[src/rtl/vga_timing_pkg.sv]
// ---------------------------------------------------------------------------
// vga_timing_pkg
//   Shared definitions for the VGA timing chain (hsync, vsync_timing and the
//   vga_timing wrapper).
//   - phase_t       : vertical/horizontal phase encoding (ACTIVE/FRONT/SYNC/BACK)
//   - *_DEF         : 640x480@60 default timing constants
//   - count_width() : counter width for a period of n counts (min 1 bit)
// ---------------------------------------------------------------------------
package vga_timing_pkg;

  typedef enum logic [1:0] {
    ACTIVE = 2'd0,
    FRONT  = 2'd1,
    SYNC   = 2'd2,
    BACK   = 2'd3
  } phase_t;

  // Horizontal defaults (pixel clocks)
  localparam int H_VISIBLE_DEF = 640;
  localparam int H_FRONT_DEF   = 16;
  localparam int H_SYNC_DEF    = 96;
  localparam int H_BACK_DEF    = 48;
  localparam int H_TOTAL_DEF   = H_VISIBLE_DEF + H_FRONT_DEF + H_SYNC_DEF + H_BACK_DEF;

  // Vertical defaults (lines)
  localparam int V_VISIBLE_DEF = 480;
  localparam int V_FRONT_DEF   = 10;
  localparam int V_SYNC_DEF    = 2;
  localparam int V_BACK_DEF    = 33;
  localparam int V_TOTAL_DEF   = V_VISIBLE_DEF + V_FRONT_DEF + V_SYNC_DEF + V_BACK_DEF;

  // Width of a counter spanning 0..n-1; a single-count period still needs 1 bit.
  function automatic int count_width(input int n);
    return (n > 1) ? $clog2(n) : 1;
  endfunction

endpackage : vga_timing_pkg

[src/rtl/vsync_timing.sv]
// ---------------------------------------------------------------------------
// vsync_timing
//   Vertical timing stage fed by the horizontal generator's pixel count.
//   Advances one line each time h_count reaches H_TOTAL-1, so the new line
//   number appears together with h_count wrapping to 0.
//
//   Ports:
//     clk_in      in   pixel clock
//     resetn      in   synchronous, active-low reset
//     h_count     in   horizontal pixel count from hsync
//     v_count     out  current line, 0..V_TOTAL-1
//     v_blank     out  high outside the visible lines
//     vsync       out  vertical sync, polarity set by SYNC_ACTIVE_LOW
//     frame_start out  one-clock pulse on the first pixel clock of line 0
// ---------------------------------------------------------------------------
module vsync_timing
  import vga_timing_pkg::*;
#(
  parameter int   H_TOTAL         = H_TOTAL_DEF,
  parameter int   FRAME_HEIGHT    = V_VISIBLE_DEF,
  parameter int   FRONT_PORCH     = V_FRONT_DEF,
  parameter int   VSYNC_WIDTH     = V_SYNC_DEF,
  parameter int   BACK_PORCH      = V_BACK_DEF,
  parameter logic SYNC_ACTIVE_LOW = 1'b1
) (
  input  logic                                       clk_in,
  input  logic                                       resetn,
  input  logic [count_width(H_TOTAL)-1:0]            h_count,
  output logic [count_width(FRAME_HEIGHT + FRONT_PORCH
                            + VSYNC_WIDTH + BACK_PORCH)-1:0] v_count,
  output logic                                       v_blank,
  output logic                                       vsync,
  output logic                                       frame_start
);

  localparam int V_TOTAL   = FRAME_HEIGHT + FRONT_PORCH + VSYNC_WIDTH + BACK_PORCH;
  localparam int H_COUNT_W = count_width(H_TOTAL);
  localparam int V_COUNT_W = count_width(V_TOTAL);

  // Last line of each phase; the phase changes when that line is left.
  localparam logic [H_COUNT_W-1:0] H_LAST      = H_COUNT_W'(H_TOTAL - 1);
  localparam logic [V_COUNT_W-1:0] ACTIVE_LAST = V_COUNT_W'(FRAME_HEIGHT - 1);
  localparam logic [V_COUNT_W-1:0] FRONT_LAST  = V_COUNT_W'(FRAME_HEIGHT + FRONT_PORCH - 1);
  localparam logic [V_COUNT_W-1:0] SYNC_LAST   = V_COUNT_W'(FRAME_HEIGHT + FRONT_PORCH
                                                            + VSYNC_WIDTH - 1);
  localparam logic [V_COUNT_W-1:0] V_LAST      = V_COUNT_W'(V_TOTAL - 1);

  generate
    if ((FRAME_HEIGHT < 1) || (FRONT_PORCH < 1) || (VSYNC_WIDTH < 1)
        || (BACK_PORCH < 1) || (H_TOTAL < 2)) begin : g_bad_params
      $error("vsync_timing: vertical widths must be >= 1 and H_TOTAL >= 2");
    end
  endgenerate

  logic [V_COUNT_W-1:0] v_count_reg;
  phase_t               phase_reg;
  logic                 frame_start_reg;

  logic line_end;
  logic v_last;

  // Exact match only: out-of-range h_count values never look like a line end.
  assign line_end = (h_count == H_LAST);
  assign v_last   = (v_count_reg == V_LAST);

  // Line counter, phase FSM and frame strobe share the same update edge so
  // the phase is always the one implied by v_count.
  always_ff @(posedge clk_in) begin
    if (!resetn) begin
      v_count_reg     <= '0;
      phase_reg       <= ACTIVE;
      frame_start_reg <= 1'b0;
    end else begin
      frame_start_reg <= line_end && v_last;
      if (line_end) begin
        v_count_reg <= v_last ? '0 : v_count_reg + V_COUNT_W'(1);
        case (phase_reg)
          ACTIVE:  if (v_count_reg == ACTIVE_LAST) phase_reg <= FRONT;
          FRONT:   if (v_count_reg == FRONT_LAST)  phase_reg <= SYNC;
          SYNC:    if (v_count_reg == SYNC_LAST)   phase_reg <= BACK;
          BACK:    if (v_last)                     phase_reg <= ACTIVE;
          default:                                 phase_reg <= ACTIVE;
        endcase
      end
    end
  end

  // Decodes of the phase register: same cycle as the matching v_count.
  logic vsync_raw;
  assign vsync_raw   = (phase_reg == SYNC);
  assign v_count     = v_count_reg;
  assign v_blank     = (phase_reg != ACTIVE);
  assign vsync       = SYNC_ACTIVE_LOW ? ~vsync_raw : vsync_raw;
  assign frame_start = frame_start_reg;

endmodule : vsync_timing

[config.mk]
export PLATFORM = sky130hd
export DESIGN_NAME = vsync_timing
export DESIGN_NICKNAME = d
export VERILOG_FILES = /design/src/rtl/vga_timing_pkg.sv /design/src/rtl/vsync_timing.sv
export SDC_FILE = /design/constraint.sdc
export NUM_CORES = 1
export LEC_CHECK = 0
export CORE_UTILIZATION = 48
export CTS_CLUSTER_SIZE = 40
export DETAILED_ROUTE_END_ITERATION = 12
export GPL_TIMING_DRIVEN = 0
export PLACE_DENSITY = 0.89
export RECOVER_POWER = 50
export SYNTH_ARGS = -nofsm -noshare
export SYNTH_HDL_FRONTEND = slang
export SYNTH_SLANG_ARGS = --single-unit
[constraint.sdc]
create_clock -name clk_in -period 4.3 [get_ports clk_in]
set_input_delay 0.86 -clock clk_in [delete_from_list [all_inputs] [get_ports clk_in]]
set_output_delay 0.86 -clock clk_in [all_outputs]
set_load 0.02 [all_outputs]
Word-level counts from Yosys, hierarchy flattened
Index checks and enable logic that the tools add are counted.
{"block": "word_totals", "regBits": 13, "input_bits": 12}
{"block": "classes", "muxes": 6, "n_eq_ne": 12, "n_bitwise": 1, "reduce_logical": 4, "addsub": 1}
{"cell": "equality test 10 x 9 -> 1 bit (second input constant)", "count": 3}
{"cell": "equality test 10 bit (second input constant)", "count": 2}
{"cell": "adder 10 x 1 -> 10 bit (second input constant)", "count": 1}
{"cell": "2-to-1 mux 10 bit", "count": 1}
{"cell": "2-to-1 mux 2 bit", "count": 4}
{"cell": "case mux 2 bit (4 select lines)", "count": 1}
{"cell": "inequality test 2 bit (second input constant)", "count": 3}
{"cell": "AND reduction 5 bit", "count": 1}
{"cell": "equality test 2 bit (second input constant)", "count": 2}
{"cell": "equality test 2 x 1 -> 1 bit (second input constant)", "count": 1}
{"cell": "logical NOT 2 bit", "count": 1}
{"cell": "inequality test 2 x 1 -> 1 bit (second input constant)", "count": 1}
{"cell": "nonzero test 2 bit", "count": 1}
{"cell": "logical AND 1 bit", "count": 1}
{"cell": "NOT 1 bit", "count": 1}

Longest topological paths before layout
{"block": "depth", "ltp_word": 3, "mapped_depth": 7}

Least setup slack after synthesis
Ideal clock, no wire load.
{"block": "synth_path", "path_kind": "input to register", "start": "input port h_count[5]", "end": "register phase_reg[0]", "required_ns": 4.228, "stages": 5, "t_arrival_ns": 2.261, "setup_slack_ns": 1.967, "path_cell_list": "or4b_4 nor3_4 nand3_2 a2111oi_4 mux2i_1"}
{"block": "synth_via", "elab_chain_cells": 2}
{"item": "from (decl)", "line_no": "vsync_timing.sv:28", "rtl": "input logic [count_width(H_TOTAL)-1:0] h_count,"}
{"item": "equality test 10 bit", "line_no": "vsync_timing.sv:63", "rtl": "assign line_end = (h_count == H_LAST);"}
{"item": "AND reduction 5 bit (no source line)"}
{"item": "to (signal assigned)", "line_no": "vsync_timing.sv:71", "rtl": "phase_reg <= ACTIVE;"}
{"item": "to (signal assigned)", "line_no": "vsync_timing.sv:78", "rtl": "ACTIVE: if (v_count_reg == ACTIVE_LAST) phase_reg <= FRONT;"}
{"item": "to (signal assigned)", "line_no": "vsync_timing.sv:79", "rtl": "FRONT: if (v_count_reg == FRONT_LAST) phase_reg <= SYNC;"}
{"item": "to (decl)", "line_no": "vsync_timing.sv:56", "rtl": "phase_t phase_reg;"}
No other way between the ends.
A chain may end at the register's enable or synchronous reset.

Worst setup path after layout
{"block": "layout_path", "start": "input port h_count[5]", "end": "register v_count_reg[6], in the netlist v_count[6]"}
{"block": "layout_via", "elab_chain_cells": 1}
{"item": "equality test 10 bit", "line_no": "vsync_timing.sv:63"}
{"item": "to (signal assigned)", "line_no": "vsync_timing.sv:76", "rtl": "v_count_reg <= v_last ? '0 : v_count_reg + V_COUNT_W'(1);"}
{"item": "to (decl)", "line_no": "vsync_timing.sv:55", "rtl": "logic [V_COUNT_W-1:0] v_count_reg;"}
No other way between the ends.

==> metrics <==
status=finished clean; crit path capture type=register; final WL=between 1500 and 2000 µm; Post-CTS Setup Bufs=0; first-pass GRT wire length=3190 µm; sequential-to-total area share from yosys stat=roughly a third; Slew @ Worst Pin=1.11 ns; kind of critical path=input port to register; Worst-Skew Late Latency=0.28 ns; most common cell after layout, fill and taps aside=nand2_1; Die Y=42.1 µm; Synthesized Nets=108; Synth Warn #=0; initial antenna violation count=0; HPWL Detailed=approximately 1500 µm; required time worst endpoint=4.42 ns; CTS Buf Count=3; 1st-iter DRT viols=27; Worst Setup Slack post-DPL=1.38 ns; total power density per cell area=202 nW/µm²; diode count=0; die area=between 1500 and 2000 µm²; CP Cell Sequence=clkdlybuf4s50_1 -> or4b_4 -> nor3_1 -> inv_1 -> o21ai_0 -> nor2_1; total number of vias=just over 700; GRT Residual Overflow=0; Slew Limit Headroom=approximately 25%; Port Buffer Count=24; Non-Filler Instances=between 100 and 150; worst min-delay path class=register to register; io pins=25; Setup Skew=approximately 0.0025 ns; RSZ-0062 raised after global routing=false; flip-flop and latch area=260 µm²; wire per inst=14.3 µm; f_max=307 MHz; Avg Cell Area, Syn=8.67 µm²; post-CTS sizing=0; post-synthesis cell type count=23; total power=0.211 mW; Layout area overhead=35.2%; htree depth=1; R2R Setup Slk=2.00 ns; Max Cap Viol=0; Leak=0.428 nW; Global Route met2 Usage=44.7%; clk buf depth=2; Tmin final=3.26 ns; Crit Path Max Fanout=10; synthesized instance count=89; largest stage delay on the critical path=about 0.9 ns; crit path DAT=3.38 ns; placeable core region=around 1500 µm²; routed vias/inst=5.39; Post-Syn Area=772 µm²; placed insts=129; Fillers=123; drt pass-1 iters=4; Worst path top cell family by delay=simple AND/OR/NAND/NOR gates; Seq cells post-synth=13; clk sinks=13; Setup violations, final=0; most frequent cells in the layout=14 x nand2_1, 13 x dfxtp_1, 13 x clkdlybuf4s50_1, 11 x nor2_1, 11 x dlygate4sd3_1; ratio of cells with drive above 1 in the final layout=5.98%; hold_buf cts=0; antenna viol nets, final=0; routability congestion estimate=0.821; Final Max Tran Viols=0; largest net degree at the start of global routing=11; Total GRT Usage=24.7%; Die Wd=42.1 µm; Final Hold Viols=0; GR Layer Usage met1=around a quarter; GR peak layer=met2; CP Launch Type=input port; final period utilization=75.7%; setup TNS=0 ns; Worst VDD drop=0.197 mV; setup slack after layout=1.04 ns; Final #Nets=137; Clock transition at path regs=0.08 ns; CTS tree=yes; max FFs per register=10; vias in the first global route=732; Initial Utilization=51.2%; Critical-path top delay cell=o21ai_0; row count=14; final design utilization=roughly 69%; drc violations=0; CTS root buf=clkbuf_4; area taken by multi-input logic gates=462 µm²; GRT met3 Usage=6.90%; WP buf/inv=2
==> cells in the mapped netlist <==
library cell | n | area, µm²
nand4b_1 | 1 | 8.76
nor3_4 | 1 | 16.3
inv_1 | 8 | 30.0
nand3_2 | 1 | 10.0
a41oi_1 | 1 | 8.76
nand4_1 | 5 | 31.3
nor3_1 | 1 | 5.00
o21ai_0 | 2 | 10.0
nor4b_1 | 1 | 8.76
a31oi_1 | 1 | 6.26
nand2_1 | 14 | 52.6
mux2i_1 | 2 | 20.0
ha_1 | 7 | 87.6
dfxtp_1 | 13 | 260
nor2_1 | 11 | 41.3
a2111oi_4 | 1 | 27.5
buf_2 | 1 | 5.00
o21ai_2 | 1 | 8.76
a21oi_1 | 2 | 10.0
or4b_4 | 1 | 13.8
and3_1 | 4 | 25.0
nand3b_1 | 2 | 15.0
xor2_1 | 8 | 70.1
==> tightest hold or removal path, delay by kind of cell (launching register included) <==
kind             cells  cell delay, ns
flip-flops           1            0.34
AO/OA/AOI/OAI        1            0.06
AND/OR/NAND/NOR      1            0.06
==> where the power goes <==
| group | switching, mW | leakage (nW) | total, mW | internal (mW) |
|---|---|---|---|---|
| Clock | 0.0406 | 0.0150 | 0.0765 | 0.0360 |
| Combinational | 0.00432 | 0.308 | 0.0140 | 0.00964 |
| Sequential | 0.0000158 | 0.105 | 0.120 | 0.120 |
| Total | 0.0449 | 0.428 | 0.211 | 0.166 |
==> cell families after synthesis <==
logic type	after synthesis	synth area share (%)
AO/OA/AOI/OAI	8	9.24
multiplexers	2	2.59
flip-flops	13	33.7
XOR/XNOR	8	9.08
AND/OR/NAND/NOR	42	29.5
adder cells (fa/ha/maj)	7	11.3
buffers and inverters	9	4.54
==> per-stage QoR <==
stage / hold slack [ns] / cell area (µm²)
floorplan: 0.468 / 772
global placement: 0.481 / 1030
detailed placement: 0.499 / 1030
CTS: 0.513 / 1060
global route: 0.544 / 1040
finish: 0.504 / 1040
==> final cells by class <==
cell class | instances | share of cell area [%]
Multi-Input combinational cell | 67 | 44.2
Clock buffer | 4 | 2.52
Tap cell | 16 | 1.92
Inverter | 8 | 2.88
Buffer | 1 | 0.480
Sequential cell | 13 | 24.9
Timing Repair Buffer | 24 | 23.0
==> final timing paths <==
path | from | end | cells after the start
hold reg to reg | v_count[1] | v_count[1] | 2
setup / recovery | h_count[5] | v_count[6] | 6
setup reg to reg | v_count[6] | v_count[6] | 4
hold / removal | v_count[1] | v_count[1] | 2
==> routing by layer <==
metal / vias to the layer above / wire length (µm)
li1: 358 / -
met1: 325 / 761
met2: 30 / 1020
met3: 4 / 88
met4: 0 / 25
met5: - / 0
Note: power is estimated with default switching activity, not from simulation.
